File: src/rtl/fetch_buffer.sv
// Instruction fetch queue: issues word-aligned fetches, tracks responses in flight and queues instructions for decode.
// Latency: a response accepted at cycle t appears at the head at t+1; the first request follows reset release or a redirect by one cycle.
// Backpressure: requests are issued only while queued plus in-flight entries < DEPTH, so a response always finds a free slot.
module fetch_buffer #(
  parameter int              XLEN     = 32,
  parameter int              DEPTH    = 4,
  parameter logic [XLEN-1:0] RESET_PC = '0
) (
  input  logic            clk,
  input  logic            rst,
  input  logic            redirect,
  input  logic [XLEN-1:0] redirect_pc,
  output logic            imem_req,
  output logic [XLEN-1:0] imem_addr,
  input  logic            imem_gnt,
  input  logic            imem_rvalid,
  input  logic [31:0]     imem_rdata,
  output logic            out_valid,
  output logic [XLEN-1:0] out_pc,
  output logic [31:0]     out_inst,
  input  logic            out_ready,
  output logic            empty,
  output logic            full
);

  localparam int PW = $clog2(DEPTH);
  localparam int CW = PW + 1;

  localparam logic [CW:0]     CREDIT_LIM = (CW+1)'(DEPTH);
  localparam logic [CW-1:0]   DEPTH_C    = CW'(DEPTH);
  localparam logic [CW-1:0]   CNT_ONE    = CW'(1);
  localparam logic [PW-1:0]   PTR_ONE    = PW'(1);
  localparam logic [XLEN-1:0] PC_STEP    = XLEN'(4);

  logic [31:0]     mem [DEPTH];
  logic [PW-1:0]   rd_ptr;
  logic [PW-1:0]   wr_ptr;
  logic [CW-1:0]   count;
  logic [CW-1:0]   outstanding;
  logic [CW-1:0]   drop_cnt;
  logic [XLEN-1:0] fetch_pc;
  logic [XLEN-1:0] head_pc;
  logic            run;

  logic [CW:0]     in_use;
  logic            grant;
  logic            resp;
  logic            push;
  logic            pop;
  logic [XLEN-1:0] target_pc;
  logic            unused_low_bits;

  // Queued plus in-flight entries form the credit budget; a response with nothing in flight is stale and ignored.
  assign in_use    = {1'b0, count} + {1'b0, outstanding};
  assign imem_req  = run & ~redirect & (in_use < CREDIT_LIM);
  assign imem_addr = fetch_pc;
  assign grant     = imem_req & imem_gnt;
  assign resp      = imem_rvalid & (outstanding != '0);
  assign push      = resp & ~redirect & (drop_cnt == '0);
  assign pop       = out_valid & out_ready & ~redirect;
  assign target_pc = {redirect_pc[XLEN-1:2], 2'b00};

  assign unused_low_bits = ^redirect_pc[1:0];

  assign empty     = (count == '0);
  assign full      = (count == DEPTH_C);
  assign out_valid = ~empty;
  assign out_pc    = head_pc;
  assign out_inst  = mem[rd_ptr];

  // Fetching starts on the first clock edge after reset release.
  always_ff @(posedge clk or negedge rst) begin
    if (!rst) run <= 1'b0;
    else      run <= 1'b1;
  end

  // Fetch address: advances on each accepted request, reloaded by a redirect.
  always_ff @(posedge clk or negedge rst) begin
    if (!rst)          fetch_pc <= RESET_PC;
    else if (redirect) fetch_pc <= target_pc;
    else if (grant)    fetch_pc <= fetch_pc + PC_STEP;
  end

  // In-flight request count; a redirect suppresses the request so only the response side can move it then.
  always_ff @(posedge clk or negedge rst) begin
    if (!rst) begin
      outstanding <= '0;
    end else begin
      case ({grant, resp})
        2'b10:   outstanding <= outstanding + CNT_ONE;
        2'b01:   outstanding <= outstanding - CNT_ONE;
        default: outstanding <= outstanding;
      endcase
    end
  end

  // Responses still owed to the old path after a redirect are discarded as they arrive.
  always_ff @(posedge clk or negedge rst) begin
    if (!rst)                           drop_cnt <= '0;
    else if (redirect)                  drop_cnt <= outstanding - (resp ? CNT_ONE : '0);
    else if (resp && drop_cnt != '0)    drop_cnt <= drop_cnt - CNT_ONE;
  end

  // Queue occupancy, pointers and head PC; a redirect flushes everything and retargets the head.
  always_ff @(posedge clk or negedge rst) begin
    if (!rst) begin
      count   <= '0;
      rd_ptr  <= '0;
      wr_ptr  <= '0;
      head_pc <= RESET_PC;
    end else if (redirect) begin
      count   <= '0;
      rd_ptr  <= '0;
      wr_ptr  <= '0;
      head_pc <= target_pc;
    end else begin
      case ({push, pop})
        2'b10:   count <= count + CNT_ONE;
        2'b01:   count <= count - CNT_ONE;
        default: count <= count;
      endcase
      if (push) wr_ptr <= wr_ptr + PTR_ONE;
      if (pop) begin
        rd_ptr  <= rd_ptr + PTR_ONE;
        head_pc <= head_pc + PC_STEP;
      end
    end
  end

  // Instruction storage; contents need no reset because occupancy gates visibility.
  always_ff @(posedge clk) begin
    if (push) mem[wr_ptr] <= imem_rdata;
  end

endmodule

File: config.mk
export PLATFORM = sky130hd
export DESIGN_NAME = fetch_buffer
export DESIGN_NICKNAME = d
export VERILOG_FILES = /design/src/rtl/fetch_buffer.sv
export SDC_FILE = /design/constraint.sdc
export NUM_CORES = 1
export LEC_CHECK = 0
export ABC_CLOCK_PERIOD_IN_PS = 5450
export BUFFER_PORTS_ARGS = -buffer_cell sky130_fd_sc_hd__buf_2
export CORE_MARGIN = 1
export CORE_UTILIZATION = 45
export CTS_CLUSTER_DIAMETER = 200
export DETAILED_ROUTE_END_ITERATION = 6
export PLACE_DENSITY = 0.64
export SLEW_MARGIN = 10
export SYNTH_ARGS = -nofsm -noshare
export SYNTH_HDL_FRONTEND = slang
export SYNTH_SLANG_ARGS = --single-unit
File: constraint.sdc
create_clock -name clk -period 5.45 [get_ports clk]
set_clock_uncertainty 0.15 [all_clocks]
set_input_delay 0.545 -clock clk [delete_from_list [all_inputs] [get_ports clk]]
set_output_delay 0.545 -clock clk [all_outputs]
set_load 0.02 [all_outputs]
==> results.md, run 1 <==
- P per Cell Area: 411 nW/µm²
- Worst-path clk slew: 0.06 ns
- Starting Density: 46.1%
- Via count: 5933
- CP max stage delay: 0.44 ns
- Final hold violation count: 0
- Initial antenna violation count: 3
- CP Launch Type: flip-flop
- Vias per cell: 5.44
- Share of cells above drive strength 1: 32.0%
- CTS sink cnt: 202
- Area Overhead vs Synth: 19.2%
- Fillers: 1653
- Placed cells: 1049
- Worst slew margin: 21.9%
- Endpoints failing setup: 0
- Antenna Violating Nets Remaining: 0
- Clock root buffer: clkbuf_16
- Largest net degree at the start of global routing: 75
- Post-CTS setup buffers: 0
- Slowest CP cell: dfrtp_1
- Finished Core Util: 55.0%
- Initial detailed-routing violation count: 244
- Drt first pass iters: 5
- WL final: 20500 µm
- GRT overflow: 0
- Worst vdd ir: 0.000202 V
- Worst setup path start: count[2]
- Cells along the critical path: ha_1 -> nor4b_1 -> and4_1 -> buf_4 -> inv_1 -> ha_1 -> inv_1 -> fa_1 -> xor2_1 -> nor2_1 -> xor2_1
- EDFF count, synth: 128
- R2R Setup Slk: 2.14 ns
- Final GP Congestion: 0.851
- Pins Over Slew Limit: 0
- Worst hold slack: 0.0970 ns
- CTS tree: yes
- Drc violations: 0
- Asr flop ratio synth: 36.6%
- Die W: 144 µm
- # nets final: 893
- Fmax: 302 MHz
- CP Capture Point: outstanding[2]
- Worst R2R Start: count[2]
- Routed len/inst: 18.7 µm
- Worst setup path category: flip-flop to flip-flop
- Worst reg2reg path depth: 11
- H-Tree Depth: 1
- CP max FO: 25
- Synthesized area per cell: 13.9 µm²
- RSZ-0062 raised after global routing: no
- Hold Buf Count CTS: 0
- I/O pin total: 170
- Worst hold path class: input pin to asynchronous set/reset pin
- Synth Warn #: 0
- Critical path endpoint category: flip-flop
- Core area: 19600 µm²
- Total GRT Usage: 20.3%
- Primary FF master, synth: edfxtp_1
- Die Height: 144 µm
- #FFs+latches synth: 202
- WP data required: 5.68 ns
- Post_cts resized: 0
- Hpwl dp: 13400 µm
- Syn Inst Count: 648
- Post-Syn Area: 9030 µm²
- Final min period: 3.31 ns
- Vias in the first global route: 6120
- Num rows: 51
- RR Endpoint: outstanding[2]
- Seq/Total Area, Yosys: 63.1%
- Number of max-cap violations: 0
- Clock Latency Late Sink: 0.51 ns
- Die footprint: 20600 µm²
- Tcrit/Tclk final: 60.8%
- Clock Path Buffers: 3
- P_leak: 0.00413 µW
- Crit path DAT: 3.55 ns
- Status: complete, no violations
- Least-Margin Pin Slew: 1.17 ns
- Setup TNS: 0 ns
- Synth cell types: 51
- CTS Buf Count: 22
- Non-filler instance count after layout: 1091
- Port-buffer cells: 163
- First-pass GRT wire length: 31800 µm
## power breakdown
part	switching, µW	leakage (µW)	total (µW)	internal, µW
clock	576	0.000342	1400	829
combinational	634	0.00174	1100	466
sequential	164	0.00205	1920	1760
## layer usage
layer	vias up	share of wire [%]	track usage (%)
met5	-	0.054	0
met4	2	1.6	6.27
met3	28	8.6	5.46
met2	226	50	35.1
met1	2923	40	24.6
li1	2754	-	-
## worst min-delay path by stage
stage	from	endpoint	slack, ns	cells past startpoint
after global placement	imem_addr[31]	imem_addr[31]	0.36	2
after detailed placement	imem_addr[31]	imem_addr[31]	0.39	2
after floorplan	rst	count[0]	0.1	0
after CTS	imem_rdata[4]	mem[1][4]	0.08	1
final	rst	imem_addr[13]	0.1	2
after global routing	imem_rdata[4]	mem[1][4]	0.08	1
## cells in the final DEF (no fill, tap or decap), types with 3 or more instances in the layout
master	n
a21oi_1	5
a31oi_1	7
and2_1	5
and3_1	7
and3_2	4
and4_1	3
buf_2	163
buf_4	5
clkbuf_1	7
clkbuf_16	22
clkbuf_8	6
conb_1	5
dfrtp_1	73
diode_2	3
edfxtp_1	128
ha_1	13
inv_1	24
mux2_2	12
mux2i_1	7
mux4_2	32
nand2_1	65
nand3_1	27
nand4_1	17
nor2_1	24
nor3_1	15
nor4_1	3
nor4_2	4
nor4_4	3
o211ai_1	13
o21ai_0	32
o21ai_1	5
o311ai_0	5
o31ai_1	4
or3_1	7
or4_1	4
xnor2_1	34
xor2_1	9
## sequential cells by signal (all words and copies together), names as in the netlist
register     count
count            3
outstanding      3
mem            128
run              1
imem_addr       30
out_pc          30
wr_ptr           2
drop_cnt         3
rd_ptr           2
## through the flow
stage	power, µW	area (µm²)	setup slack (ns)
floorplan	2700	9040	2.63
global placement	3020	10100	2.16
detailed placement	3060	10100	2.10
CTS	4490	10800	2.12
global route	4650	10800	1.94
finish	4430	10800	2.14
## area by class of cell
class                      count  area, µm²  area share (%)
sequential                   202       5700            52.9
multi-input combinational    390       3100            28.8
timing repair buffer         168        853            7.92
clock buffer                  35        659            6.12
tap                          265        332            3.08
inverter                      24       90.1           0.837
clock inverter                 4       32.5           0.302
antenna                        3       7.51          0.0697
## critical path, delay by kind of cell, from the launching register on
kind | cells | cell delay, ns
and+or+nand+nor | 3 | 0.68
xor gates and xnor gates | 2 | 0.28
buffers and inverters | 3 | 0.76
DFF | 1 | 0.44
adders and majority gates | 3 | 0.87
## logic make-up after synthesis
logic type	share of synthesized area (%)
other cells	0.0832
buf+inv	2.81
simple gates	12.1
mux	10.3
compound gates	5.32
flops	63.1
fa+ha+maj	2.24
xor+xnor	4.17
## Yosys cell counts, types with 5 or more instances
cell      count  area (µm²)
a21oi_1       5        25.0
a31oi_1       7        43.8
and2_1        5        31.3
and3_1       11        68.8
buf_2         8        40.0
clkbuf_1     18        67.6
dfrtp_1      74        1850
edfxtp_1    128        3840
ha_1         13         163
inv_1        24        90.1
mux2_2       12         135
mux2i_1       7        70.1
mux4_2       32         721
nand2_1      65         244
nand3_1      27         135
nand4_1      17         106
nor2_1       24        90.1
nor3_1       15        75.1
o211ai_1     13        97.6
o21ai_0      32         160
o21ai_1       5        25.0
o311ai_0      5        43.8
or3_1         7        43.8
xnor2_1      34         298
xor2_1        9        78.8
Power figures use the tool's default switching activity.
==> inputs of run 2 (changes only) <==
ABC_AREA = 1   (was unset)
ABC_CLOCK_PERIOD_IN_PS = 3150   (was 5450)
PLACE_DENSITY = 0.63   (was 0.64)
clock period = 3.15 ns   (was 5.45 ns; I/O delays follow)
==> run 2 against run 1 <==
Net effect: sequential cell count unchanged; design area increased by 17%; utilization increased by 2.6 points; die area increased by 11%; first-iteration DRC count increased by 120%; setup slack got worse by 1.5 ns; hold slack got worse by 0.052 ns; sequential share of layout area decreased by 7.7 points; register-to-register slack got worse by 1.3 ns; routed wire length increased by 30%; largest cell class unchanged; largest power group unchanged; highest routed layer is now met4.
==> results.md, run 2 <==
- Num rows: 54 (was 51)
- Max reg flops: 128 (unchanged)
- Simple-gate portion of the synthesized area: 26.4% (was 12.1%)
- Synth Area in Compound Gates: 7.49% (was 5.32%)
- Slowest CP cell: dfrtp_2 (was dfrtp_1)
- Die Height: 152 µm (was 144 µm)
- Cell taking the most area after synthesis: edfxtp_1 (unchanged)
- H-Tree Depth: 1 (unchanged)
- Endpoints failing setup: 0 (unchanged)
- Port-buffer cells: 163 (unchanged)
- Vias per cell: 5.13 (was 5.44)
- Ant. Diodes: 0 (was 3)
- Cells along the critical path: clkinv_1 -> buf_4 -> o21ai_0 -> o22ai_1 -> buf_2 (was ha_1 -> nor4b_1 -> and4_1 -> buf_4 -> inv_1 -> ha_1 -> inv_1 -> fa_1 -> xor2_1 -> nor2_1 -> xor2_1)
- Final GP Congestion: 0.919 (was 0.851)
- Adder-cell share of the synthesized area: 2.01% (was 2.24%)
- Post-CTS setup buffers: 0 (unchanged)
- Vias in the first global route: 7888 (was 6120)
- Status: complete, no violations (unchanged)
- Switching Fraction: 30.3% (was 31.0%)
- First-pass GRT wire length: 41200 µm (was 31800 µm)
- P_leak: 0.00539 µW (was 0.00413 µW)
- Sequential power share: 43.4% (about the same)
- Synthesized area per cell: 8.93 µm² (was 13.9 µm²)
- WL final: 26600 µm (was 20500 µm)
- Area of the multi-input gates: 3890 µm² (was 3100 µm²)
- Fmax: 404 MHz
- GRT overflow: 0 (unchanged)
- Final hold violation count: 0 (unchanged)
- Worst vdd ir: 0.000503 V (was 0.000202 V)
- Worst slew margin: 32.9% (was 21.9%)
- Mux cell area share after synthesis: 0% (was 10.3%)
- Die W: 152 µm (was 144 µm)
- #FFs+latches synth: 202 (unchanged)
- CP max FO: 33 (was 25)
- Antenna Violating Nets Remaining: 0 (unchanged)
- Number of max-cap violations: 0 (unchanged)
- Comb power frac: 19.8% (was 24.8%)
- Initial detailed-routing violation count: 535 (was 244)
- Syn Inst Count: 1128 (was 648)
- Ranking of synthesized cells by area: edfxtp_1 38%, dfrtp_1 18%, nand2_1 13% (was edfxtp_1 43%, dfrtp_1 21%, mux4_2 8.0%)
- Crit path DAT: 2.01 ns (was 3.55 ns)
- EDFF count, synth: 128 (unchanged)
- # nets final: 1441 (was 893)
- Clock root buffer: clkbuf_16 (unchanged)
- Critical path's top delay family: buffers and inverters (was adder cells)
- Post-Syn Area: 10100 µm² (was 9030 µm²)
- Fillers: 1971 (was 1653)
- Register area: 5700 µm² (unchanged)
- Initial antenna violation count: 0 (was 3)
- Primary FF master, synth: edfxtp_1 (unchanged)
- WP data required: 2.68 ns (was 5.68 ns)
- Count leader, synth: nand2_1 (was edfxtp_1)
- Tcrit/Tclk final: 78.6%
- Total GRT Usage: 23.4% (was 20.3%)
- Synth Warn #: 0 (unchanged)
- Least-Margin Pin Slew: 1.01 ns (was 1.17 ns)
- Total chip power: 7580 µW (was 4430 µW)
- Yosys top cell area share: 38.2% (was 42.6%)
- Asr flop ratio synth: 36.6% (unchanged)
- Share of cells above drive strength 1: 19.2% (was 32.0%)
- Post_cts resized: 0 (unchanged)
- Area Overhead vs Synth: 25.1% (was 19.2%)
- Most frequent cells in the layout: 345 x nand2_1, 162 x buf_2, 149 x nor2_1, 128 x edfxtp_1, 89 x nand3_1 (was 163 x buf_2, 128 x edfxtp_1, 73 x dfrtp_1, 65 x nand2_1, 34 x xnor2_1)
- CTS Buf Count: 23 (was 22)
- Final min period: 2.48 ns
- CTS tree: yes (unchanged)
- Commonest non-fill, non-tap cell in the layout: nand2_1 (was buf_2)
- Setup TNS: 0 ns (unchanged)
- Post-synth top cells: 345 x nand2_1, 153 x nor2_1, 128 x edfxtp_1 (was 128 x edfxtp_1, 74 x dfrtp_1, 65 x nand2_1)
- Starting Density: 46.0% (was 46.1%)
- Clock Latency Late Sink: 0.52 ns (was 0.51 ns)
- Clock power frac: 36.8% (was 31.7%)
- Xor/xnor share of the synthesized area: 2.44% (was 4.17%)
- Seq/Total Area, Yosys: 56.6% (was 63.1%)
- Routed len/inst: 16.1 µm (was 18.7 µm)
- Largest family of logic cells by synthesized area: simple AND/OR/NAND/NOR gates (unchanged)
- Drc violations: 0 (unchanged)
- CP Launch Type: flip-flop (unchanged)
- Via count: 8485 (was 5933)
- Largest net degree at the start of global routing: 75 (unchanged)
- Internal Pwr Total: 5280 µW (was 3050 µW)
- Critical path endpoint category: output port (was flip-flop)
- RSZ-0062 raised after global routing: no (unchanged)
- Drt first pass iters: 5 (unchanged)
- I/O pin total: 170 (unchanged)
- Synth cell types: 34 (was 51)
- Worst-path clk slew: 0.06 ns (about the same)
- P per Cell Area: 602 nW/µm² (was 411 nW/µm²)
- Worst setup path category: flip-flop to output port (was flip-flop to flip-flop)
- Core area: 21900 µm² (was 19600 µm²)
- CTS sink cnt: 202 (unchanged)
- Worst hold path class: input pin to flip-flop (was input pin to asynchronous set/reset pin)
- P_sw: 2300 µW (was 1370 µW)
- Pins Over Slew Limit: 0 (unchanged)
- Hpwl dp: 17900 µm (was 13400 µm)
- Die footprint: 23000 µm² (was 20600 µm²)
- Worst Path Buf+Inv: 3 (unchanged)
- Clock Path Buffers: 3 (unchanged)
- Largest reg by FF count: mem (unchanged)
- CP max stage delay: 0.53 ns (was 0.44 ns)
-- run 2: routing by layer --
layer	share of wire (%)	wire, µm	GRT usage [%]	vias up
met3	6.1	1640	3.50	53
li1	-	-	-	4186
met2	48	12700	38.6	273
met5	0	0	0	-
met4	2.1	554	6.44	0
met1	44	11700	32.1	3973
-- run 2: worst register-to-register path: stages (launching register included) --
cell and delay, ns:
dfrtp_1 0.44, ha_1 0.30, nand3_1 0.06, nand3_1 0.15, nor2_2 0.07, nand2_2 0.07
buf_4 0.29, nand2_1 0.42, o211ai_1 0.24, nand2_1 0.07
-- run 2: stage by stage --
stage	std cells	worst slack, ns	area (µm²)	hold slack, ns	utilization [%]
after floorplan	1131	0.352	10100	-0.131	-
after global placement	1547	0.755	11200	0.341	51.0
after detailed placement	1547	0.735	11200	0.345	51.0
after CTS	1653	0.661	12600	0.0285	57.5
after global routing	1653	0.553	12600	0.0572	57.5
final	1653	0.674	12600	0.0445	57.5
-- run 2: layout make-up --
cell class | instances | share of cell area, %
multi-input combinational | 810 | 30.9
inverter | 78 | 2.32
clock inverter | 14 | 1.54
timing repair buffer | 241 | 12.4
clock buffer | 28 | 4.80
sequential | 202 | 45.2
tap | 280 | 2.78
-- run 2: worst paths after layout --
check / startpoint / end / slack (ns) / cells past startpoint
setup / recovery: rd_ptr[0] / out_inst[24] / 0.67 / 5
max in group asynchronous: rst / rd_ptr[0] / 1.77 / 2
min in group asynchronous: rst / out_pc[22] / 0.35 / 2
hold reg to reg: outstanding[0] / outstanding[0] / 0.35 / 1
setup reg to reg: count[1] / imem_addr[13] / 0.80 / 9
hold / removal: redirect / count[0] / 0.04 / 4
-- run 2: power groups by stage --
stage,logic [µW],registers [µW],clock network (µW)
detailed placement,1440,3340,0
global route,1700,3320,2930
global placement,1410,3330,0
CTS,1510,3290,2840
finish,1500,3290,2790
floorplan,858,3400,0
-- run 2: cells by family (layout without fill, tap and decap cells) --
| kind of cell | Yosys count | after routing |
|---|---|---|
| AOI/OAI and AO/OA | 132 | 132 |
| xor gates and xnor gates | 28 | 28 |
| adders and majority gates | 15 | 15 |
| buffers and inverters | 119 | 361 |
| DFF | 202 | 202 |
| other | 2 | 5 |
| and+or+nand+nor | 630 | 630 |
-- run 2: what timing repair did --
item,CTS,global route
endpoints found under the setup margin,0,0
endpoints found under the hold margin,246,0
hold buffers,64,0
==> inputs of run 3 (changes only) <==
ABC_CLOCK_PERIOD_IN_PS = 2000   (was 3150)
PLACE_DENSITY = 0.66   (was 0.63)
clock period = 2 ns   (was 3.15 ns; I/O delays follow)
==> run 3 against run 2 <==
Net effect: the run now ends with negative setup slack left; non-clock buffer count rose by 58; highest routed layer unchanged; total power rose by 69%; largest cell class unchanged; combinational power rose by 120%; die area did not move; routed wire length rose by 14%; critical endpoint is now out_inst[1]; sequential power rose by 57%; sequential share of layout area fell by 4.6 points; cell count rose by 3.6%; register-to-register slack got worse by 0.94 ns; utilization rose by 6.5 points.
==> results.md, run 3 (same netlist as run 2, synthesis figures left out) <==
- Clock Path Buffers: 3 (unchanged)
- Clock root buffer: clkbuf_16 (unchanged)
- Core area: 21900 µm² (unchanged)
- Crit path DAT: 1.81 ns (was 2.01 ns)
- Clock Latency Late Sink: 0.53 ns (was 0.52 ns)
- P per Cell Area: 913 nW/µm² (was 602 nW/µm²)
- Commonest non-fill, non-tap cell in the layout: nand2_1 (unchanged)
- WP data required: 1.65 ns (was 2.68 ns)
- CP max FO: 7 (was 33)
- Worst hold path class: input pin to asynchronous set/reset pin (was input pin to flip-flop)
- RSZ-0062 raised after global routing: yes (was no)
- Total GRT Usage: 24.1% (was 23.4%)
- Worst R2R Start: count[1] (unchanged)
- P_sw: 4020 µW (was 2300 µW)
- GRT overflow: 0 (unchanged)
- Die footprint: 23000 µm² (unchanged)
- Sequential power share: 40.4% (was 43.4%)
- Cells along the critical path: buf_6 -> buf_6 -> buf_12 -> nor2_2 -> o22ai_1 -> buf_4 (was clkinv_1 -> buf_4 -> o21ai_0 -> o22ai_1 -> buf_2)
- Number of max-cap violations: 0 (unchanged)
- CP Launch Type: flip-flop (unchanged)
- Tcrit/Tclk final: 108%
- Worst-path clk slew: 0.06 ns (about the same)
- Drt first pass iters: 5 (unchanged)
- Largest net degree at the start of global routing: 75 (unchanged)
- Failing checks: negative setup slack
- CP max stage delay: 0.48 ns (was 0.53 ns)
- CTS sink cnt: 202 (unchanged)
- Worst slack, placed: -0.0889 ns (was 0.735 ns)
- Initial detailed-routing violation count: 609 (was 535)
- Placed cells: 1578 (was 1547)
- Area Overhead vs Synth: 39.3% (was 25.1%)
- Max reg flops: 128 (unchanged)
- First-pass GRT wire length: 42500 µm (was 41200 µm)
- Placed inst area: 11500 µm² (was 11200 µm²)
- P_leak: 0.00593 µW (was 0.00539 µW)
- Share of cells above drive strength 1: 28.9% (was 19.2%)
- Via count: 9001 (was 8485)
- Internal Pwr Total: 8780 µW (was 5280 µW)
- Clock power frac: 33.5% (was 36.8%)
- RR Endpoint: outstanding[2] (was imem_addr[13])
- H-Tree Depth: 1 (unchanged)
- Starting Density: 46.0% (unchanged)
- Final GP Congestion: 0.891 (was 0.919)
- Most frequent cells in the layout: 342 x nand2_1, 128 x buf_2, 128 x edfxtp_1, 126 x nor2_1, 86 x nand3_1 (was 345 x nand2_1, 162 x buf_2, 149 x nor2_1, 128 x edfxtp_1, 89 x nand3_1)
- Worst hold slack: 0.103 ns (was 0.0445 ns)
- Non-filler instance count after layout: 1712 (was 1653)
- Slack of the critical path: -0.157 ns (was 0.674 ns)
- Pins Over Slew Limit: 0 (unchanged)
- Worst reg2reg path depth: 11 (was 9)
- Critical path endpoint category: output port (unchanged)
- Fin area: 14000 µm² (was 12600 µm²)
- Final min period: 2.16 ns
- Worst setup path category: flip-flop to output port (unchanged)
- Endpoints failing setup: 35 (was 0)
- Fmax: 464 MHz
- Vias per cell: 5.26 (was 5.13)
- Largest reg by FF count: mem (unchanged)
- Antenna Violating Nets Remaining: 0 (unchanged)
- # nets final: 1499 (was 1441)
- Crit-path most repeated cell: buf_6
- Num rows: 54 (unchanged)
- Die W: 152 µm (unchanged)
- Port-buffer cells: 163 (unchanged)
- Status: finished with violations (was complete, no violations)
- Hpwl dp: 18300 µm (was 17900 µm)
- Vias in the first global route: 8325 (was 7888)
- WL final: 30200 µm (was 26600 µm)
- Comb power frac: 26.1% (was 19.8%)
- Worst vdd ir: 0.000675 V (was 0.000503 V)
- Routed len/inst: 17.7 µm (was 16.1 µm)
- I/O pin total: 170 (unchanged)
- Switching Fraction: 31.4% (was 30.3%)
- Initial antenna violation count: 1 (was 0)
- R2R Setup Slk: -0.14 ns (was 0.80 ns)
- CTS Buf Count: 23 (unchanged)
- Slowest CP cell: dfrtp_2 (unchanged)
- Drc violations: 0 (unchanged)
- CTS tree: yes (unchanged)
- Final hold violation count: 0 (unchanged)
- Die Height: 152 µm (unchanged)
[run 3: area by class of cell]
| class | count | area (µm²) |
|---|---|---|
| Tap cell | 280 | 350 |
| Sequential cell | 202 | 5700 |
| Clock inverter | 14 | 164 |
| Clock buffer | 28 | 604 |
| Fill cell | 1751 | 7870 |
| Antenna cell | 1 | 2.50 |
| Multi-Input combinational cell | 810 | 4380 |
| Timing Repair Buffer | 299 | 2520 |
| Inverter | 78 | 313 |
[run 3: per-stage QoR]
step,power (µW),setup TNS (ns),utilization (%)
after detailed placement,7760,-0.349,52.6
after floorplan,6730,-37.90,-
after global routing,13300,-6.06,64.1
after CTS,12200,-1.78,59.9
after global placement,7700,-0.0833,52.6
final,12800,-3.63,64.1
[run 3: critical path: cells and delay by family, from the launching register on]
family	cells	cell delay (ns)
DFF	1	0.48
buffers and inverters	4	0.61
and+or+nand+nor	1	0.05
AOI/OAI and AO/OA	1	0.13
[run 3: worst max-delay path by stage]
| stage | startpoint | to | cells after the start |
|---|---|---|---|
| global route | count[1] | outstanding[2] | 11 |
| CTS | rd_ptr[0] | out_inst[1] | 5 |
| detailed placement | count[1] | outstanding[2] | 11 |
| global placement | outstanding[1] | outstanding[2] | 11 |
| floorplan | drop_cnt[0] | mem[0][0] | 6 |
| finish | rd_ptr[0] | out_inst[1] | 6 |
[run 3: power groups by stage]
stage	Clock, µW	Sequential [µW]	Combinational [µW]
final	4290	5170	3340
after global routing	4500	5220	3640
after CTS	4310	5140	2760
after detailed placement	0	5220	2540
after global placement	0	5210	2490
after floorplan	0	5350	1390
[run 3: per-layer routing]
metal	part of all wire, %	up-vias	global-route usage [%]
li1	-	4320	-
met1	41	4279	31.6
met2	48	334	40.1
met3	8.0	68	4.61
met4	2.8	0	8.07
met5	0	-	0
[run 3: what timing repair did]
action,CTS,global route
endpoints found under the setup margin,63,87
hold endpoints to repair,268,0
pin swaps,11,37
gates cloned,1,13
resized for setup,49,198
buffers inserted,2,9
hold buffers,67,0
